File: config.mk
export PLATFORM = sky130hd
export DESIGN_NAME = scan_in
export DESIGN_NICKNAME = d
export VERILOG_FILES = /design/src/rtl/scan_in_pkg.sv /design/src/rtl/scan_in_char2hex.sv /design/src/rtl/scan_in.sv
export SDC_FILE = /design/constraint.sdc
export NUM_CORES = 1
export LEC_CHECK = 0
export CORE_MARGIN = 1
export CORE_UTILIZATION = 56
export DETAILED_ROUTE_END_ITERATION = 10
export PLACE_DENSITY = 0.82
export SLEW_MARGIN = 25
export SYNTH_ARGS = -nofsm -noshare
export SYNTH_HDL_FRONTEND = slang
export SYNTH_SLANG_ARGS = --single-unit
File: constraint.sdc
create_clock -name clk -period 2.75 [get_ports clk]
set_input_delay 0.825 -clock clk [delete_from_list [all_inputs] [get_ports clk]]
set_output_delay 0.825 -clock clk [all_outputs]
set_load 0.02 [all_outputs]
File: src/rtl/scan_in_pkg.sv
// Shared definitions for the console receive path: FSM states, control characters, modes.
package scan_in_pkg;

    typedef enum logic [1:0] {
        IDLE   = 2'd0,
        WAITRX = 2'd1,
        PARSE  = 2'd2,
        ACK    = 2'd3
    } state_t;

    localparam logic [7:0] CH_CR  = 8'h0D;
    localparam logic [7:0] CH_LF  = 8'h0A;
    localparam logic [7:0] CH_SEP = 8'h5F;
    localparam logic [7:0] CH_BS  = 8'h08;
    localparam logic [7:0] CH_DEL = 8'h7F;

    localparam logic MODE_BYTE = 1'b0;
    localparam logic MODE_WORD = 1'b1;

endpackage

File: src/rtl/scan_in_char2hex.sv
// ASCII-to-nibble decoder; inverse of the transmit-side hex-to-char converter.
module scan_in_char2hex (
    input  logic [7:0] c_i,
    output logic [3:0] nibble_o,
    output logic       is_hex_o
);

    always_comb begin
        nibble_o = 4'h0;
        is_hex_o = 1'b0;
        if (c_i >= 8'h30 && c_i <= 8'h39) begin
            nibble_o = c_i[3:0];
            is_hex_o = 1'b1;
        end else if ((c_i >= 8'h41 && c_i <= 8'h46) || (c_i >= 8'h61 && c_i <= 8'h66)) begin
            // 'A'/'a' have low nibble 1, so adding 9 yields 10..15
            nibble_o = c_i[3:0] + 4'd9;
            is_hex_o = 1'b1;
        end
    end

endmodule

File: src/rtl/scan_in.sv
// Console input: returns a raw byte or a CR/LF-terminated hex word to the CPU over req/ack.
// Optional macro SCAN_BS_EN enables backspace/DEL digit removal in word mode.
module scan_in
    import scan_in_pkg::*;
#(
    parameter int MAX_DIGITS = 8
) (
    input  logic        clk,
    input  logic        rst,
    input  logic [7:0]  d_rx,
    input  logic        vld_rx,
    output logic        rdy_rx,
    input  logic        req_rx,
    input  logic        type_rx,
    output logic [31:0] din_rx,
    output logic        ack_rx
);

    localparam int CNT_W = $clog2(MAX_DIGITS + 1);
    localparam logic [CNT_W-1:0] CNT_MAX = CNT_W'(MAX_DIGITS);
    localparam logic [31:0] ACC_MASK = (MAX_DIGITS >= 8) ? 32'hFFFF_FFFF
                                                         : ((32'h1 << (4 * MAX_DIGITS)) - 32'h1);

    state_t           state_q, state_d;
    logic             mode_q, mode_d;
    logic [7:0]       char_q, char_d;
    logic [31:0]      acc_q, acc_d;
    logic [CNT_W-1:0] cnt_q, cnt_d;
    logic [31:0]      din_q, din_d;

    logic [3:0] nibble;
    logic       is_hex;

    scan_in_char2hex u_char2hex (
        .c_i      (char_q),
        .nibble_o (nibble),
        .is_hex_o (is_hex)
    );

    always_comb begin
        state_d = state_q;
        mode_d  = mode_q;
        char_d  = char_q;
        acc_d   = acc_q;
        cnt_d   = cnt_q;
        din_d   = din_q;
        case (state_q)
            IDLE: begin
                if (req_rx) begin
                    state_d = WAITRX;
                    mode_d  = type_rx;
                    acc_d   = '0;
                    cnt_d   = '0;
                end
            end
            WAITRX: begin
                if (vld_rx) begin
                    char_d  = d_rx;
                    state_d = PARSE;
                end
            end
            PARSE: begin
                state_d = WAITRX;
                case (mode_q)
                    MODE_BYTE: begin
                        din_d   = {24'h0, char_q};
                        state_d = ACK;
                    end
                    MODE_WORD: begin
                        if (is_hex) begin
                            acc_d = {acc_q[27:0], nibble} & ACC_MASK;
                            if (cnt_q != CNT_MAX) cnt_d = cnt_q + 1'b1;
                        end else if (char_q == CH_SEP) begin
                            state_d = WAITRX;
                        end else if (char_q == CH_CR || char_q == CH_LF) begin
                            // empty lines and the LF of a CR-LF pair must not complete
                            if (cnt_q != '0) begin
                                din_d   = acc_q;
                                state_d = ACK;
                            end
                        end else if (char_q == CH_BS || char_q == CH_DEL) begin
`ifdef SCAN_BS_EN
                            if (cnt_q != '0) begin
                                acc_d = {4'h0, acc_q[31:4]};
                                cnt_d = cnt_q - 1'b1;
                            end
`else
                            state_d = WAITRX;
`endif
                        end
                    end
                endcase
            end
            ACK: begin
                if (!req_rx) state_d = IDLE;
            end
            default: state_d = IDLE;
        endcase
    end

    always_ff @(posedge clk) begin
        if (rst) begin
            state_q <= IDLE;
            mode_q  <= MODE_BYTE;
            char_q  <= '0;
            acc_q   <= '0;
            cnt_q   <= '0;
            din_q   <= '0;
        end else begin
            state_q <= state_d;
            mode_q  <= mode_d;
            char_q  <= char_d;
            acc_q   <= acc_d;
            cnt_q   <= cnt_d;
            din_q   <= din_d;
        end
    end

    assign rdy_rx = (state_q == WAITRX);
    assign ack_rx = (state_q == ACK);
    assign din_rx = din_q;

endmodule

==> flow_metrics.py, run 1 <==
metrics = {
    "cts": {
        "htree_num_levels": 3,
        "cts_sinks": 79,
        "cts-root-buf": "clkbuf_8",
        "cts-buffers-inserted": 9,
        "cts.path.max_buffers": 2,
        "ctsHoldBuffers": 0,
        "cts_tree": "yes",
        "clkLatencyLatePin_ns": 0.35,
        "path_clk_slew_ns": 0.09,
        "cts_setup_buffers": 0,
        "post_cts_resized": 0,
    },
    "synthesis": {
        "synth_top_cell_area_share": 0.4873,
        "ys_top_cells_by_area": "dfxtp_1 (49%), nand3_1 (9.3%), a22o_1 (8.9%), a21oi_1 (4.9%), mux2i_1 (3.4%)",
        "synthFlopType": "dfxtp_1",
        "syn-cell-area_sq_um": 3246,
        "synth_compound_area_frac": 0.2209,
        "syn_avg_cell_area_sq_um": 9.435,
        "ys_types": 45,
        "synth_edf_count": 0,
        "synth_fa_ha_area_frac": 0.02313,
        "synth_area_leader_cell": "dfxtp_1",
        "ys_async_sr_fraction": 0,
        "synthXorXnorAreaFrac": 0.002699,
        "yosysSeqAreaShare": 0.4873,
        "postSynthCellCount": 344,
        "synth_top_family_by_area": "compound AO/OA/AOI/OAI gates",
        "netlist_top_cells_count": "dfxtp_1 (79), nand3_1 (60), a22o_1 (33)",
        "synth-simple-area-share": 0.1789,
        "syn-num-nets": 363,
        "ys.warnings.count": 0,
        "yosysMostFrequentCell": "dfxtp_1",
        "ys_seq_elements": 79,
        "synthMuxAreaShare": 0.04086,
    },
    "floorplan": {
        "fp.dieH_microns": 78.13,
        "die_area_sq_um": 6104,
        "die_w_microns": 78.13,
        "pin_count": 47,
        "rows": 27,
        "design.core.area_sq_um": 5540,
        "initial_core_util": 0.5858,
    },
    "final_layout": {
        "post-route-util": 0.7337,
        "num_antenna_cells": 0,
        "fillers": 429,
        "stdcell_area_sq_um": 4065,
        "multi_input_comb_area_sq_um": 1528,
        "syn_to_final_growth_pct": 25.25,
        "area.sequential_sq_um": 1582,
        "final_nets": 406,
        "layout-drive-gt1-share": 0.09694,
    },
    "timing": {
        "skew_ns": 0.009498,
        "min_period_ns": 2.578,
        "relSlewSlack": 0.5169,
        "fmax_mhz": 388.0,
        "rsz0062_at_grt": "false",
        "fin_ws_ns": 0.1724,
        "finalCritPeriodShare": 0.9373,
        "worst_pin_slew_ns": 0.7247,
        "holdWs_ns": 0.4647,
        "slew_violations": 0,
        "hold_violations": 0,
        "setup_viol": 0,
    },
    "worst_setup_path": {
        "cp-end-kind": "output port",
        "critPathRequiredTime_ns": 1.93,
        "cp_max_fo": 13,
        "path_class": "register to output port",
        "cp-start-kind": "register",
        "arrival_ns": 1.75,
    },
    "routing": {
        "routedWlPerCell_microns": 16.81,
        "drt_iter0_drc": 181,
        "first_pass_iters": 5,
        "wl_met2_mm": 3.756,
        "vias": 2851,
        "dr_wl_met3_microns": 340,
        "wl_met1_mm": 3.554,
        "top_layer": "met4",
        "postRouteAntennaNets": 0,
        "drc": 0,
        "viasPerCell": 6.144,
        "wl_mm": 7.800,
    },
    "pwr": {
        "fin_total_pwr_mw": 2.451,
        "p_int_mw": 1.860,
        "p_comb_frac": 0.087,
        "power_density_nw_per_um2": 603.0,
        "p_sw_frac": 0.2411,
        "leakage_nw": 1.426,
        "switching_power_mw": 0.5910,
        "power_frac_clock": 0.431,
        "peakVddDrop_uv": 396.7,
        "seq_power_share": 0.482,
    },
    "grt": {
        "antenna_found_initial": 0,
        "grt_pass1_vias": 2594,
        "gr-total-overflow": 0,
        "grt_usage": 0.2709,
        "grt_pass1_wl_mm": 12.90,
        "grt_max_degree": 39,
    },
    "min_path": {
        "hold_path_class": "register to register",
    },
    "flow_run": {
        "drv_cap": 0,
    },
    "status": {
        "outcome": "complete, no violations",
    },
    "placement": {
        "placed_area_sq_um": 3822,
        "hpwl_mm": 5.105,
        "pre_cts_slack_ns": 0.1152,
        "port_buffers": 46,
        "gp_congestion": 0.8949,
    },
}
## placed cells by master (no fill, tap or decap), types with 2 or more instances in the layout
master / instances
nand2_1: 17
o2111ai_1: 4
nor3b_1: 2
buf_6: 2
inv_6: 2
nor2b_1: 6
a21o_1: 2
nand2b_1: 2
bufinv_16: 3
a211oi_1: 9
buf_4: 12
a31oi_1: 3
clkbuf_8: 9
clkdlybuf4s50_1: 46
nor3_1: 10
a21oi_1: 32
inv_1: 8
nor2_1: 3
ha_1: 6
a22o_1: 33
o21ai_0: 2
mux2_2: 2
nand3_1: 60
dfxtp_1: 79
mux2i_1: 11
## final timing paths
path              slack [ns]                 endpoint                     from  depth (start not counted)
setup reg to reg        0.39  din_rx[28]$_SDFFE_PP0P_   char_q[3]$_SDFFE_PP0P_                          5
hold / removal          0.46  din_rx[13]$_SDFFE_PP0P_  din_rx[13]$_SDFFE_PP0P_                          2
hold reg to reg         0.46  din_rx[13]$_SDFFE_PP0P_  din_rx[13]$_SDFFE_PP0P_                          2
setup / recovery        0.17                   ack_rx  state_q[1]$_SDFFE_PP0P_                          2
## stage by stage
step | setup TNS, ns | std cells
2_1_floorplan | 0 | 344
3_5_place_dp | 0 | 448
4_1_cts | 0 | 464
6_report | 0 | 464
3_3_place_gp | -0.3345 | 446
5_1_grt | 0 | 464
## cell families (layout without fill, tap and decap cells)
logic type	after synthesis	count (layout)
adders and majority gates	6	6
buffers and inverters	37	85
DFF	79	79
and+or+nand+nor	110	110
xor gates and xnor gates	1	1
muxes	13	13
AOI/OAI and AO/OA	98	98
## cell type report
class,count,area share
clock inverter,6,0.02832
timing repair buffer,61,0.1459
multi-input combinational,228,0.3758
tap,72,0.02216
inverter,8,0.007387
sequential,79,0.3890
clock buffer,10,0.03139
## routing by layer
| layer | GRT usage | up-vias |
|---|---|---|
| met5 | 0 | - |
| met4 | 0.1278 | 0 |
| met3 | 0.04070 | 12 |
| met2 | 0.4377 | 84 |
| met1 | 0.3554 | 1382 |
| li1 | - | 1373 |
## power by group through the flow
stage | logic (mW) | registers [mW] | clock network (mW)
6_report | 0.213 | 1.18 | 1.06
4_1_cts | 0.213 | 1.18 | 1.05
3_5_place_dp | 0.210 | 1.21 | 0
3_3_place_gp | 0.206 | 1.21 | 0
5_1_grt | 0.229 | 1.19 | 1.11
2_1_floorplan | 0.124 | 1.21 | 0
## flip-flops by register name (all words and copies together), names as in the netlist
signal,count
state_q,2
cnt_q,4
acc_q,32
mode_q,1
char_q,8
din_rx,32
## worst max-delay path: stages (launching register included)
cell and delay (ns):
dfxtp_1 0.62, and2_1 0.19, clkdlybuf4s50_1 0.59
Note: power is estimated with default switching activity, not from simulation.
==> run 2: changes to the inputs <==
--- a/config.mk
+++ b/config.mk
@@ -6,9 +6,9 @@
 export NUM_CORES = 1
 export LEC_CHECK = 0
 export CORE_MARGIN = 1
-export CORE_UTILIZATION = 56
+export CORE_UTILIZATION = 58
 export DETAILED_ROUTE_END_ITERATION = 10
-export PLACE_DENSITY = 0.82
+export PLACE_DENSITY = 0.84
 export SLEW_MARGIN = 25
 export SYNTH_ARGS = -nofsm -noshare
 export SYNTH_HDL_FRONTEND = slang
==> run 2 against run 1 <==
  * First-iteration DRC count down 4.4%
  * Die area fell by 3.4%
  * Critical path depth unchanged
  * Sequential cell count unchanged
  * Register-to-register slack is essentially flat
  * Largest power group unchanged
  * Highest routed layer unchanged
==> flow_metrics.py, run 2 (synthesized netlist as in run 1, its figures left out) <==
metrics = {
    "flow_run": {
        "drv_cap": 0,
    },
    "cts": {
        "cts-buffers-inserted": 9,
        "cts.path.max_buffers": 2,
        "ctsHoldBuffers": 0,
        "cts_setup_buffers": 0,
        "htree_num_levels": 3,
        "path_clk_slew_ns": 0.09,
        "post_cts_resized": 0,
        "clkLatencyLatePin_ns": 0.35,
        "cts-root-buf": "clkbuf_8",
        "cts_sinks": 79,
        "cts_tree": "yes",
    },
    "timing": {
        "min_period_ns": 2.586,
        "setup_viol": 0,
        "holdWs_ns": 0.4634,
        "hold_violations": 0,
        "relSlewSlack": 0.4342,
        "fin_setup_tns_ns": 0,
        "worst_pin_slew_ns": 0.8354,
        "skew_ns": 0.008519,
        "rsz0062_at_grt": "false",
        "fmax_mhz": 386.7,
        "slew_violations": 0,
        "finalCritPeriodShare": 0.9402,
    },
    "worst_setup_path": {
        "critPathBufInv": 1,
        "r2r-end": "acc_q[22]$_SDFFE_PP0P_",
        "path_cells": "and2_1 > clkdlybuf4s50_1",
        "timing.rr.start": "char_q[1]$_SDFFE_PP0P_",
        "path_class": "register to output port",
        "arrival_ns": 1.76,
        "critPathRequiredTime_ns": 1.93,
        "r2r_cells": 6,
        "max_stage_delay_ns": 0.62,
        "reg2reg_setup_slack_ns": 0.39,
        "cp-end-kind": "output port",
        "cp-start-kind": "register",
        "cp_max_fo": 13,
        "cp_slowest_cell": "dfxtp_1",
        "crit_family": "flip-flops",
    },
    "pwr": {
        "leakage_nw": 1.403,
        "peakVddDrop_uv": 432.2,
        "power_density_nw_per_um2": 552.7,
    },
    "grt": {
        "antenna_found_initial": 0,
        "grt_pass1_wl_mm": 12.94,
        "grt_usage": 0.2766,
        "grt_max_degree": 39,
        "gr-total-overflow": 0,
        "grt_pass1_vias": 2646,
    },
    "min_path": {
        "min-delay-start": "din_rx[10]$_SDFFE_PP0P_",
        "holdPathEnd": "din_rx[10]$_SDFFE_PP0P_",
        "hold-path-cell-count": 2,
        "hold_path_class": "register to register",
    },
    "floorplan": {
        "pin_count": 47,
        "initial_core_util": 0.6197,
        "die_area_sq_um": 5899,
        "rows": 26,
        "design.core.area_sq_um": 5238,
        "die_w_microns": 76.81,
        "fp.dieH_microns": 76.81,
    },
    "placement": {
        "gp_congestion": 0.8748,
        "placedCellCount": 445,
        "port_buffers": 46,
        "hpwl_mm": 5.102,
    },
    "routing": {
        "wl_mm": 7.580,
        "drc": 0,
        "first_pass_iters": 5,
        "drt_iter0_drc": 173,
        "viasPerCell": 6.091,
        "postRouteAntennaNets": 0,
        "routedWlPerCell_microns": 16.44,
        "vias": 2808,
    },
    "final_layout": {
        "final_nets": 405,
        "post-route-util": 0.7637,
        "num_antenna_cells": 0,
        "fillers": 401,
        "multi_input_comb_area_sq_um": 1528,
        "final_common_cell": "dfxtp_1",
        "area.sequential_sq_um": 1582,
        "syn_to_final_growth_pct": 23.25,
        "final_cells": 461,
        "layout-drive-gt1-share": 0.09719,
        "layout_common_cells": "dfxtp_1 (79), nand3_1 (60), clkdlybuf4s50_1 (46)",
    },
    "status": {
        "outcome": "complete, no violations",
    },
}
-- run 2: worst min-delay path, stage by stage (launching register included) --
cell and delay (ns):
dfxtp_1 0.32, nand3_1 0.06, a21oi_1 0.05
-- run 2: per-layer routing --
metal / track usage / vias to the layer above / share of wire
met5: 0 / - / 0
met4: 0.08846 / 0 / 0.012
met3: 0.07738 / 8 / 0.060
met2: 0.4357 / 102 / 0.48
met1: 0.3650 / 1331 / 0.45
li1: - / 1367 / -
-- run 2: worst max-delay path by stage --
stage | endpoint | slack, ns | depth (start not counted) | from
after detailed placement | acc_q[2]$_SDFFE_PP0P_ | 0.06 | 6 | req_rx
after global routing | ack_rx | 0.12 | 2 | state_q[1]$_SDFFE_PP0P_
after global placement | acc_q[13]$_SDFFE_PP0P_ | 0.03 | 3 | rst
final | ack_rx | 0.16 | 2 | state_q[1]$_SDFFE_PP0P_
after CTS | ack_rx | 0.15 | 2 | state_q[1]$_SDFFE_PP0P_
after floorplan | acc_q[2]$_SDFFE_PP0P_ | 0.62 | 5 | req_rx
-- run 2: area by class of cell --
cell class	instances	share of cell area
Tap cell	70	0.02190
Clock inverter	5	0.01001
Timing Repair Buffer	60	0.1454
Inverter	8	0.007507
Sequential cell	79	0.3954
Multi-Input combinational cell	228	0.3819
Clock buffer	11	0.03785
-- run 2: power by group --
part	internal (mW)	switching, mW
clock network	0.384	0.435
registers	1.16	0.0224
logic	0.0903	0.120
total	1.63	0.578
-- run 2: per-stage QoR --
step	cell area (sq um)	setup slack (ns)	power, mW
floorplan	3246	0.6187	1.333
global placement	3797	0.03108	1.410
detailed placement	3809	0.05741	1.416
CTS	4000	0.1549	2.218
global route	4000	0.1164	2.287
finish	4000	0.1643	2.211
